### config.mk
export PLATFORM = sky130hd
export DESIGN_NAME = plic_ahb_bridge
export DESIGN_NICKNAME = d
export VERILOG_FILES = /design/src/rtl/plic_ahb_bridge.sv
export SDC_FILE = /design/constraint.sdc
export NUM_CORES = 1
export LEC_CHECK = 0
export BUFFER_PORTS_ARGS = -buffer_cell sky130_fd_sc_hd__buf_2
export CORE_AREA = 2 2 84 86
export CTS_CLUSTER_DIAMETER = 30
export DETAILED_ROUTE_END_ITERATION = 8
export DIE_AREA = 0 0 86 88
export PLACE_DENSITY = 0.81
export SLEW_MARGIN = 20
export SYNTH_ARGS = -nofsm -noshare
export SYNTH_HDL_FRONTEND = slang
export SYNTH_SLANG_ARGS = --single-unit
export TNS_END_PERCENT = 1
### constraint.sdc
create_clock -name clk -period 4 [get_ports clk]
set_clock_uncertainty 0.1 [all_clocks]
set_input_delay 1 -clock clk [delete_from_list [all_inputs] [get_ports clk]]
set_output_delay 1 -clock clk [all_outputs]
set_load 0.02 [all_outputs]
### src/rtl/plic_ahb_bridge.sv
// AHB-Lite slave front end for the PLIC register file (or any register-mapped
// peripheral). It runs a data-phase engine that inserts backend wait states,
// aborts a stalled backend after TIMEOUT busy cycles, and answers bad accesses
// with the two-cycle AHB ERROR response.
//
// Ports:
//   clk, rst         clock; asynchronous active-high reset
//   HSEL .. HREADY   AHB-Lite slave address/data-phase inputs
//   HRDATA           read data (registered, held until the next read completes)
//   HREADYOUT, HRESP slave ready / error response
//   bus_req          backend access active (one per accepted, legal transfer)
//   bus_wen          1 = write, 0 = read; valid with bus_req
//   bus_addr         byte offset from BASE_ADDR
//   bus_wdata        write data (HWDATA passed through during the access)
//   bus_strb         byte enables
//   bus_rdata        backend read data, taken when bus_req=1 and bus_busy=0
//   bus_busy         backend stall
//   bus_abort        one-cycle pulse when the backend stalls for too long
module plic_ahb_bridge #(
  parameter logic [31:0] BASE_ADDR = 32'h8004_0000,
  parameter logic [31:0] ADDR_SPAN = 32'h0000_1000,
  parameter int          DATA_W    = 32,
  parameter int          TIMEOUT   = 16,
  parameter int          OFFSET_W  = $clog2(ADDR_SPAN)
) (
  input  logic                  clk,
  input  logic                  rst,
  input  logic                  HSEL,
  input  logic [31:0]           HADDR,
  input  logic                  HWRITE,
  input  logic [1:0]            HTRANS,
  input  logic [2:0]            HSIZE,
  input  logic [DATA_W-1:0]     HWDATA,
  input  logic                  HREADY,
  output logic [DATA_W-1:0]     HRDATA,
  output logic                  HREADYOUT,
  output logic                  HRESP,
  output logic                  bus_req,
  output logic                  bus_wen,
  output logic [OFFSET_W-1:0]   bus_addr,
  output logic [DATA_W-1:0]     bus_wdata,
  output logic [DATA_W/8-1:0]   bus_strb,
  input  logic [DATA_W-1:0]     bus_rdata,
  input  logic                  bus_busy,
  output logic                  bus_abort
);

  localparam int STRB_W = DATA_W / 8;
  localparam int LANE_W = $clog2(STRB_W);
  localparam int CNT_W  = $clog2(TIMEOUT + 1);
  localparam logic [CNT_W-1:0] CNT_MAX  = CNT_W'(TIMEOUT);
  localparam logic [CNT_W-1:0] CNT_LAST = CNT_W'(TIMEOUT - 1);

  typedef enum logic [2:0] {
    S_IDLE,
    S_ACCESS,
    S_RDONE,
    S_ERR1,
    S_ERR2
  } state_t;

  // Saturating increment: the busy counter must never wrap back to zero.
  function automatic logic [CNT_W-1:0] sat_inc(input logic [CNT_W-1:0] v);
    return (v >= CNT_MAX) ? CNT_MAX : v + CNT_W'(1);
  endfunction

  // Byte lanes covered by a transfer of 2**size bytes starting at lane lo.
  function automatic logic [STRB_W-1:0] lane_strb(input logic [LANE_W-1:0] lo,
                                                  input logic [2:0]        size);
    logic [STRB_W-1:0] s;
    int nb;
    nb = 1 << size;
    s  = '0;
    for (int i = 0; i < STRB_W; i++) begin
      s[i] = (i >= int'(lo)) && (i < int'(lo) + nb);
    end
    return s;
  endfunction

  state_t               state, state_d;
  logic [CNT_W-1:0]     cnt, cnt_d;
  logic                 capture;
  logic                 rd_load;

  logic [OFFSET_W-1:0]  addr_p0;
  logic                 wen_p0;
  logic [2:0]           size_p0;

  logic                 accept;
  logic                 bad;
  logic [31:0]          offset;
  logic [31:0]          amask;

  // Address-phase decode
  assign accept = HSEL & HREADY & HTRANS[1];
  assign offset = HADDR - BASE_ADDR;
  assign amask  = (32'd1 << HSIZE) - 32'd1;
  assign bad    = (HADDR < BASE_ADDR) || (offset >= ADDR_SPAN) ||
                  (HSIZE > 3'(LANE_W)) || (|(HADDR & amask));

  always_comb begin
    state_d   = state;
    cnt_d     = cnt;
    capture   = 1'b0;
    rd_load   = 1'b0;
    HREADYOUT = 1'b1;
    HRESP     = 1'b0;
    bus_req   = 1'b0;
    bus_wen   = 1'b0;
    bus_addr  = '0;
    bus_wdata = '0;
    bus_strb  = '0;
    bus_abort = 1'b0;

    case (state)
      S_IDLE, S_RDONE: begin
        state_d = S_IDLE;
        capture = accept;
      end
      S_ACCESS: begin
        bus_req   = 1'b1;
        bus_wen   = wen_p0;
        bus_addr  = addr_p0;
        bus_wdata = HWDATA;
        bus_strb  = lane_strb(addr_p0[LANE_W-1:0], size_p0);
        if (bus_busy) begin
          HREADYOUT = 1'b0;
          cnt_d     = sat_inc(cnt);
          // This busy cycle is the TIMEOUT-th one: give up on the backend.
          if (cnt >= CNT_LAST) begin
            bus_abort = 1'b1;
            state_d   = S_ERR1;
          end
        end else if (wen_p0) begin
          // Write completes with zero wait, so the next transfer may pipeline in.
          state_d = S_IDLE;
          capture = accept;
        end else begin
          // Read data is registered, costing one wait state.
          HREADYOUT = 1'b0;
          rd_load   = 1'b1;
          state_d   = S_RDONE;
        end
      end
      S_ERR1: begin
        HREADYOUT = 1'b0;
        HRESP     = 1'b1;
        state_d   = S_ERR2;
      end
      S_ERR2: begin
        HRESP   = 1'b1;
        state_d = S_IDLE;
        capture = accept;
      end
      default: state_d = S_IDLE;
    endcase

    if (capture) begin
      state_d = bad ? S_ERR1 : S_ACCESS;
      if (!bad) begin
        cnt_d = '0;
      end
    end
  end

  // Control state and read-data register
  always_ff @(posedge clk or posedge rst) begin
    if (rst) begin
      state  <= S_IDLE;
      cnt    <= '0;
      HRDATA <= '0;
    end else begin
      state <= state_d;
      cnt   <= cnt_d;
      if (rd_load) begin
        HRDATA <= bus_rdata;
      end
    end
  end

  // Address-phase capture (p0): only read while in ACCESS, which always
  // follows a capture, so these need no reset.
  always_ff @(posedge clk) begin
    if (capture) begin
      addr_p0 <= offset[OFFSET_W-1:0];
      wen_p0  <= HWRITE;
      size_p0 <= HSIZE;
    end
  end

endmodule

==> results.md <==
- Status: completed
- CTS tree: built
- CTS Hold Bufs: 0
- Core Area: 6640 µm²
- Die extent in x: 86 µm
- Dpl ws: 0.782 ns
- Drt drc: 0
- CP max stage cell: inv_1
- Post-synthesis sequential area ratio: 51.4%
- Total Wirelength: 6.86 mm
- Pleak: 2.20 nW
- Design area: 3950 µm²
- Sw Pwr: 0.645 mW
- FILL cells: 559
- Startpoint types: register
- Post-synthesis async set-or-reset flop share: 71.4%
- Initial DRC Count: 87
- Routed vias: 2378
- Synth Register Bits: 56
- HPWL after detailed placement: 5.43 mm
- Mapped Avg Cell Area: 12.9 µm²
- H-tree depth: 2
- Clock Latency Late Sink: 0.30 ns
- Power per cell area: 476 nW/µm²
- GP Congestion: 0.791
- Initial antenna violation count: 0
- Crit end category: output port
- Clk pwr share: 19.1%
- CTS Sinks: 56
- Sw frac: 34.3%
- Initial Utilization: 43.4%
- Dpl cell area: 3840 µm²
- P_int: 1.23 mW
- Max Cap Viol: 0
- Critical Path Fanout Max: 46
- Setup Crit Path Kind: register to output port
- Reg-to-Reg End: HRDATA[25]
- Seq pwr share: 43.6%
- Hold WC Path Type: register to register
- RSZ-0062 raised after global routing: no
- Synth top area cells: dfrtp_1 35%, edfxtp_1 17%, mux2_4 16%
- Final TNS setup: 0 ns
- Worst EP required: 2.90 ns
- Syn nets: 337
- Wire length per cell: 14.0 µm
- Vias in the first global route: 2279
- DRT Pass-1 Iters: 4
- Final Critical Period: 3.50 ns
- IO buf count: 190
- Max incr delay on CP: 0.69 ns
- Fmax: 286 MHz
- Clock-pin slew on the worst setup and hold paths: 0.10 ns
- Final period util: 87.5%
- Actual slew at the worst max-slew pin: 0.989 ns
- Warning count from the yosys run: 0
- End of the critical path: bus_wdata[14]
- Fin. max-slew vios: 0
- Via/cell ratio: 4.84
- Comb pwr share: 37.3%
- First-pass GRT wire length: 10.4 mm
- Worst r2r src: state[2]
- Largest area contributor in the netlist: dfrtp_1
- Layout cells sized above 1: 57.7%
- Row count: 30
- Post-Syn Area: 2880 µm²
- FF+latch area: 1480 µm²
- CP arrival: 2.40 ns
- Post-synthesis cell type count: 44
- CP startpoint: state[2]
- Setup slack, reg-to-reg: 1.47 ns
- DIE HEIGHT: 88 µm
- GRT Total Usage: 17.0%
- Fin nets: 524
- Largest net degree at the start of global routing: 47
- R2r worst-path depth: 3
- Layout area overhead: 37.1%
- Die ar.: 7570 µm²
- Final WS setup: 0.500 ns
- Post-route ant nets: 0
- Max VDD drop: 0.237 mV
- Share of the synthesized area in the top cell type: 34.8%
- Clock buffer count from CTS: 5
- Clk Tree Root Cell: clkbuf_8
- # IOs: 192
- Setup Buffers After CTS: 0
- Post_cts resized: 0
- Hold depth: 1
- Final Hold Viols: 0
- Slew margin rel.: 34.0%
- Congestion Overflow GR: 0
- Area of the multi-input gates: 1260 µm²
- Post-synth EDFFs: 16
- Synth Instances: 223
- Final Setup Violations: 0
- Post-synth top flop: dfrtp_1
- Number of diodes: 0
- CTS max path bufs: 2
- Worst path cell trace: or3b_1, inv_1, and2_1, buf_2
==> Yosys cell counts (all sizes together) (2+ instances only) <==
master / instances
mux2: 32
ha: 6
and2: 46
nor2b: 2
a21oi: 8
nor3: 3
edfxtp: 16
nand2: 5
buf: 6
nor2: 5
o21ai: 3
dfrtp: 40
nor4: 4
or4b: 2
inv: 10
or3b: 2
or2: 2
and3: 2
nand3: 2
nor3b: 3
clkbuf: 5
a211oi: 2
a22oi: 2
==> logic make-up after synthesis <==
kind of cell,Yosys count,share of synthesized area (%)
buffers and inverters,21,4.78
xor gates and xnor gates,1,0.304
muxes,33,16.8
adders and majority gates,7,3.30
AOI/OAI and AO/OA,22,5.00
DFF,56,51.4
and+or+nand+nor,83,18.4
==> power groups by stage <==
stage                     clock (mW)  sequential [mW]  combinational (mW)
after CTS                      0.367            0.819               0.712
final                          0.359            0.819               0.702
after global placement             0            0.819               0.691
after floorplan                    0            0.970               0.315
after detailed placement           0            0.828               0.707
after global routing           0.393            0.839               0.753
==> how the worst min path moves through the flow <==
stage               slack (ns)  startpoint         end
floorplan                 0.38    state[2]    state[2]
finish                    0.41  HRDATA[28]  HRDATA[28]
CTS                       0.41  HRDATA[28]  HRDATA[28]
global placement          0.38  HRDATA[28]  HRDATA[28]
global route              0.42  HRDATA[28]  HRDATA[28]
detailed placement        0.39  HRDATA[28]  HRDATA[28]
==> critical path: cells and delay by family (launching register included) <==
family	cells	cell delay, ns
buf+inv	2	0.86
flops	1	0.46
simple gates	2	0.77
==> final cells by class <==
class	count	area share, %
Sequential cell	56	37.5
Clock inverter	2	0.412
Clock buffer	6	2.38
Timing Repair Buffer	191	24.3
Tap cell	80	2.53
Inverter	10	0.950
Multi-Input combinational cell	146	32.0
==> metal layers <==
layer  wire, µm  up-vias  GRT usage, %
met3        434        6          2.45
met1       2710     1125          19.7
met5          0        -             0
met2       3640       98          31.8
li1           -     1149             -
met4         79        0          6.06
==> cells in the final DEF, fill, tap and decap left out, drive strengths merged, types with 3 or more instances in the layout <==
cell type	instances
nor2	5
nor4	4
a21oi	8
dfrtp	40
clkbuf	6
nor3	3
o21ai	3
edfxtp	16
nand2	5
inv	11
buf	191
and2	46
nor3b	3
ha	6
mux2	32
==> stage by stage <==
| stage | cells | utilization (%) | hold WS, ns | power (mW) |
|---|---|---|---|---|
| floorplan | 223 | - | 0.380 | 1.28 |
| global placement | 483 | 57.8 | 0.385 | 1.51 |
| detailed placement | 483 | 57.8 | 0.388 | 1.53 |
| CTS | 491 | 59.5 | 0.412 | 1.90 |
| global route | 491 | 59.5 | 0.420 | 1.98 |
| finish | 491 | 59.5 | 0.414 | 1.88 |
==> flip-flops by register name (all words and copies together) (netlist names) <==
name	count
size_p0	3
HRDATA	32
cnt	5
addr_p0	12
state	3
wen_p0	1
Note: power is estimated with default switching activity, not from simulation.
